**config.mk**
```make
export PLATFORM = sky130hd
export DESIGN_NAME = fetch_unit
export DESIGN_NICKNAME = d
export VERILOG_FILES = /design/src/rtl/cpu_pkg.sv /design/src/rtl/fetch_unit.sv
export SDC_FILE = /design/constraint.sdc
export NUM_CORES = 1
export LEC_CHECK = 0
export CORE_MARGIN = 4
export CORE_UTILIZATION = 40
export CTS_BUF_LIST = sky130_fd_sc_hd__clkbuf_8
export DETAILED_ROUTE_END_ITERATION = 8
export HOLD_SLACK_MARGIN = 0.1
export PLACE_DENSITY = 0.71
export SLEW_MARGIN = 10
export SYNTH_ARGS = -nofsm -noshare
export SYNTH_HDL_FRONTEND = slang
export SYNTH_SLANG_ARGS = --single-unit
```
**constraint.sdc**
```tcl
create_clock -name clk -period 2.3 [get_ports clk]
set_input_delay 0.46 -clock clk [delete_from_list [all_inputs] [get_ports clk]]
set_output_delay 0.46 -clock clk [all_outputs]
set_load 0.05 [all_outputs]
```
**src/rtl/cpu_pkg.sv**
```systemverilog
// Shared definitions for the 11-bit teaching CPU: widths, instruction
// field positions and the fetch sequencer state encoding.
package cpu_pkg;

  localparam int PC_W    = 6;
  localparam int INSTR_W = 11;

  // Instruction word layout: [10] halt, [9] we, [8:7] rd, [6:4] op, [3:2] ra, [1:0] rb
  localparam int HALT_BIT = 10;
  localparam int WE_BIT   = 9;
  localparam int RD_MSB   = 8;
  localparam int RD_LSB   = 7;
  localparam int OP_MSB   = 6;
  localparam int OP_LSB   = 4;
  localparam int RA_MSB   = 3;
  localparam int RA_LSB   = 2;
  localparam int RB_MSB   = 1;
  localparam int RB_LSB   = 0;

  typedef enum logic [1:0] {
    IDLE = 2'd0,
    RUN  = 2'd1,
    HALT = 2'd2
  } fetch_state_t;

endpackage

```
**src/rtl/fetch_unit.sv**
```systemverilog
// Program counter and fetch sequencer. Presents a registered PC to the
// combinational imem, latches the returned word into the instruction
// register and stops on the first halt-flagged instruction it captures.
module fetch_unit
  import cpu_pkg::*;
#(
  parameter int CNT_W = 8
) (
  input  logic               clk,
  input  logic               rst,
  input  logic               start,
  input  logic               stall,
  output logic [PC_W-1:0]    pc,
  input  logic [INSTR_W-1:0] instr_in,
  output logic [INSTR_W-1:0] ir,
  output logic               ir_valid,
  output logic               halted,
  output logic [CNT_W-1:0]   retired
);

  fetch_state_t       state_q, state_d;
  logic [PC_W-1:0]    pc_q, pc_d;
  logic [INSTR_W-1:0] ir_q, ir_d;
  logic               ir_valid_q, ir_valid_d;
  logic               halted_q, halted_d;
  logic [CNT_W-1:0]   retired_q, retired_d;

  // State and datapath registers; reset forces everything to IDLE values without waiting for clk.
  always_ff @(posedge clk or posedge rst) begin
    if (rst) begin
      state_q    <= IDLE;
      pc_q       <= '0;
      ir_q       <= '0;
      ir_valid_q <= 1'b0;
      halted_q   <= 1'b0;
      retired_q  <= '0;
    end else begin
      state_q    <= state_d;
      pc_q       <= pc_d;
      ir_q       <= ir_d;
      ir_valid_q <= ir_valid_d;
      halted_q   <= halted_d;
      retired_q  <= retired_d;
    end
  end

  // Next-state logic: everything holds by default and ir_valid is a one-cycle pulse.
  always_comb begin
    state_d    = state_q;
    pc_d       = pc_q;
    ir_d       = ir_q;
    ir_valid_d = 1'b0;
    halted_d   = halted_q;
    retired_d  = retired_q;

    case (state_q)
      IDLE: begin
        if (start) begin
          state_d = RUN;
        end
      end

      RUN: begin
        // A stalled cycle captures nothing, so a halt word under stall is not seen yet.
        if (!stall) begin
          ir_d       = instr_in;
          ir_valid_d = 1'b1;
          retired_d  = retired_q + CNT_W'(1);
          if (instr_in[HALT_BIT]) begin
            state_d  = HALT;
            halted_d = 1'b1;
          end else begin
            pc_d = pc_q + PC_W'(1);
          end
        end
      end

      HALT: begin
        // ir keeps the halt instruction; only start leaves this state.
        if (start) begin
          state_d   = RUN;
          pc_d      = '0;
          retired_d = '0;
          halted_d  = 1'b0;
        end
      end

      default: begin
        state_d = IDLE;
      end
    endcase
  end

  assign pc       = pc_q;
  assign ir       = ir_q;
  assign ir_valid = ir_valid_q;
  assign halted   = halted_q;
  assign retired  = retired_q;

endmodule

```
Word-level counts from Yosys, hierarchy flattened --
Cells that the tools add are included.
Storage, ports and cells: input port bits 15, memories 0, bits in writable memories 0, latch bits 0, memory bits (read-only) 0, register bits 29, word-level logic and storage cells 41
Cells by class: magnitude comparators 0, equality and inequality tests 7, add/sub/neg operators 2, bitwise logic cells 1, reduce and logical (&&, ||, !) cells 8, shift operators 0, $mul 0, divide/modulo/power cells 0, multiplexer cells 17
Operators by type and width (count):
- 6-bit two-way mux | 3
- 8-bit two-way mux | 2
- 8-bit one-hot mux with 2 select lines | 1
- 6-bit one-hot mux with 2 select lines | 1
- 8-bit by 1-bit adder with 8-bit output, second input constant | 1
- 2-bit != test, second input constant | 4
- 4-bit AND reduction | 2
- 6-bit by 1-bit adder with 6-bit output, second input constant | 1
- 2-bit two-way mux | 3
- 3-bit AND reduction | 2
- 1-bit two-way mux | 5
- 2-bit one-hot mux with 2 select lines | 1
- 2-bit by 1-bit == test with 1-bit output, second input constant | 1
- 2-bit == test, second input constant | 1
- 2-bit zero test | 1
- 2-bit by 1-bit != test with 1-bit output, second input constant | 1
- 1-bit one-hot mux with 2 select lines | 1
- 2-bit AND reduction | 1
- 2-bit nonzero test | 1
- 2-bit OR reduction | 1
- 1-bit NOT | 1

Logic depth before layout (Yosys ltp) --
depth after elaboration 4, mapped depth 5

Worst setup path before layout --
No wires, ideal clock.
path type reg2reg, start point register state_q[1], end point register pc_q[5], in the netlist pc[5], library setup time 78 ps, period minus slack after synthesis 1819 ps, stages on the path, launching flop included 6, arrival time 1742 ps, setup slack 481 ps, cell sequence dfrtp_1 > buf_6 > or4b_4 > buf_6 > or4_1 > a21oi_1
Between the ends: cells in the longest elaborated chain, start to end 3, elaborated cells between the ends (all ways) 8, those cells by class eq/ne: 5; mux: 1; reduce/logical: 2
Ends and longest elaborated chain:
- start, declared | line fetch_unit.sv:21 | fetch_state_t state_q, state_d;
- start signal, assigned | line fetch_unit.sv:38 | state_q <= state_d;
- 2-bit by 1-bit == test with 1-bit output / 2-bit == test (equally long branches) | line fetch_unit.sv:56 | case (state_q)
- 2-bit != test (no line) / 2-bit nonzero test (equally long branches)
- 4-bit AND reduction (no line)
- end signal, assigned | line fetch_unit.sv:39 | pc_q <= pc_d;
- end, declared | line fetch_unit.sv:22 | logic [PC_W-1:0] pc_q, pc_d;
Several ways; a longest one is shown, not always the timed one. A chain may end at the register's enable or synchronous reset.

Final worst setup path --
start point register pc_q[0], in the netlist pc[0], end point output port pc[0]
RTL lines:
- end, declared | line fetch_unit.sv:13 | output logic [PC_W-1:0] pc,
No word-level cell between the ends.

==> results.cfg <==
[worst_setup_path]
path_buf_inv = 1
ff2ff_setup_slack_ns = 0.45
reg2reg_to = pc[5]
crit_chain = clkdlybuf4s50_1
required_ns = 1.84
max_stage_delay_ns = 0.85
worst-r2r-cell-count = 3
critPathTopFamily = buffers and inverters
arrival_ns = 1.58
critPathKind = reg -> out
worstSetupStartpointType = flop
r2r-start = state_q[0]
cp_max_fo = 7
crit_slowest_cell = clkdlybuf4s50_1
critPathCaptureType = primary output

[logic_synthesis]
yosysSeqAreaShare = 0.549
synth_edf_count = 0
netlist_area_um2 = 1320
ys_seq_elements = 29
synth_flop_cell = dfrtp_1
syn_avg_cell_area_um2 = 10.8
ys_types = 27
ys_warn_count = 0
async_flop_share = 1.00
syn_inst = 122
synth_nets = 139
synthTopCellsByArea = dfrtp_1 55%, mux2_1 9.4%, a21oi_1 4.2%
netlist.area_leader.share = 0.549
yosysTopAreaCell = dfrtp_1

[timing]
post-route-min-period_ns = 2.04
timing.hold.ws_ns = 0.492
setup_violations = 0
slew_viol_final = 0
rsz0062_at_grt = no
finClkSkew_ns = 0.00261
hold_viol_final = 0
tns_ns = 0
fmax_mhz = 490
tightest_slew_ns = 0.516
slew_headroom = 0.655
final.period_utilization = 0.888

[place]
port_buffers = 41
dpl.hpwl_um = 2200
routabilityCongestion = 0.812

[die]
initial_core_util = 0.426
die_h_um = 65.5
core_um2 = 3100
io_pins = 42
num_rows = 20
die_w_um = 65.5
die_area_um2 = 4290

[cells_and_area]
drive_gt1_frac = 0.0819
fill_cells = 302
seq_area_um2 = 726
n_antenna_cell = 0
post-route-util = 0.604
syn_to_final_growth_pct = 41.8
multiInputGateArea_um2 = 539
final_common_cell = clkdlybuf4s50_1
final_cell_mix = 41 x clkdlybuf4s50_1, 29 x dfrtp_1, 11 x mux2_1, 11 x a21oi_1, 10 x nand2_1
final_nets = 187

[min_path]
holdPathStages = 1
hold_start = ir[8]
min_path_type = reg -> reg
holdPathEnd = ir[8]

[drt]
ant_nets = 0
first_iter_violations = 27
first_pass_iters = 4
num_vias = 1096
drc = 0
wl_per_cell_um = 13.7
routed_wirelength_um = 2940
vias_per_cell = 5.10

[pwr]
power.density_nw_per_um2 = 1340
p_leak_nw = 0.790
total_power_mw = 2.52
peakVddDrop_v = 0.000789

[flow_run]
drv_cap = 0

[clock_tree]
cts_root_buf = clkbuf_8
clock_sinks = 29
ctsHtreeMaxLevel = 2
clk_latency_ns = 0.28
clk_pin_slew_worst_paths_ns = 0.06
cts_hold_buf = 0
clockBufferDepth = 2
cts_tree = done
numCtsBuffers = 5
postCtsResizedCells = 0
post_cts_buffers = 0

[global_routing]
antenna_found_initial = 0
grt_pass1_vias = 1108
grt-ovfl-total = 0
grt_max_degree = 30
grt_usage = 0.158
grt_pass1_wl_um = 5150

[run_status]
status = finished clean
-- cell families (layout without fill, tap and decap cells) --
family / Yosys count / count (layout) / share of synthesized area
AND/OR/NAND/NOR: 45 / 45 / 0.183
flip-flops: 29 / 29 / 0.549
AO/OA/AOI/OAI: 19 / 19 / 0.0757
multiplexers: 15 / 15 / 0.124
buffers and inverters: 11 / 60 / 0.0426
adder cells (fa/ha/maj): 2 / 2 / 0.0189
XOR/XNOR: 1 / 1 / 0.00663
-- layer usage --
metal | wire length, um | share of wire | track usage
met4 | 32 | 0.011 | 0.0466
met3 | 147 | 0.050 | 0.0581
met5 | 0 | 0 | 0
met1 | 1290 | 0.44 | 0.199
met2 | 1470 | 0.50 | 0.255
-- Yosys cell counts (all sizes together) (2+ instances only) --
master and number:
o31ai 2, ha 2, inv 6, mux2 11, nor4 3, dfrtp 29, mux2i 4, nor3 3
nand3 7, nand2b 3, nor2 6, clkbuf 3, or3 5, a21oi 11, nand2 10, o21ai 6
buf 2
-- registers in the layout, summed over array words and instances (netlist names) --
| register | flops |
|---|---|
| ir | 11 |
| retired | 8 |
| ir_valid | 1 |
| halted | 1 |
| state_q | 2 |
| pc | 6 |
-- how the worst max path moves through the flow --
stage          slack, ns       start  endpoint  cells after the start
3_5_place_dp        0.04       stall     pc[5]                      4
4_1_cts             0.24       pc[0]     pc[0]                      1
5_1_grt             0.17       pc[0]     pc[0]                      1
6_report            0.26       pc[0]     pc[0]                      1
2_1_floorplan       0.48  state_q[1]     pc[5]                      5
3_3_place_gp        0.10       stall     pc[5]                      4
-- report_power, final --
part / switching, mW / internal (mW) / total [mW]
Combinational: 0.811 / 0.463 / 1.27
Clock: 0.179 / 0.204 / 0.383
Sequential: 0.172 / 0.686 / 0.858
-- layout make-up --
class	instances	area share
well taps	44	0.0294
multi-input cells	82	0.288
clock inverters	3	0.00735
clock buffers	5	0.0367
flip-flops and latches	29	0.387
inverters	6	0.0120
repair buffers	46	0.239
-- metrics by stage --
| stage | setup WS, ns | std cells | area, um2 |
|---|---|---|---|
| after floorplan | 0.481 | 122 | 1320 |
| after global placement | 0.102 | 207 | 1790 |
| after detailed placement | 0.0439 | 207 | 1790 |
| after CTS | 0.242 | 215 | 1870 |
| after global routing | 0.174 | 215 | 1870 |
| final | 0.257 | 215 | 1870 |
(Power assumes the default switching activity.)
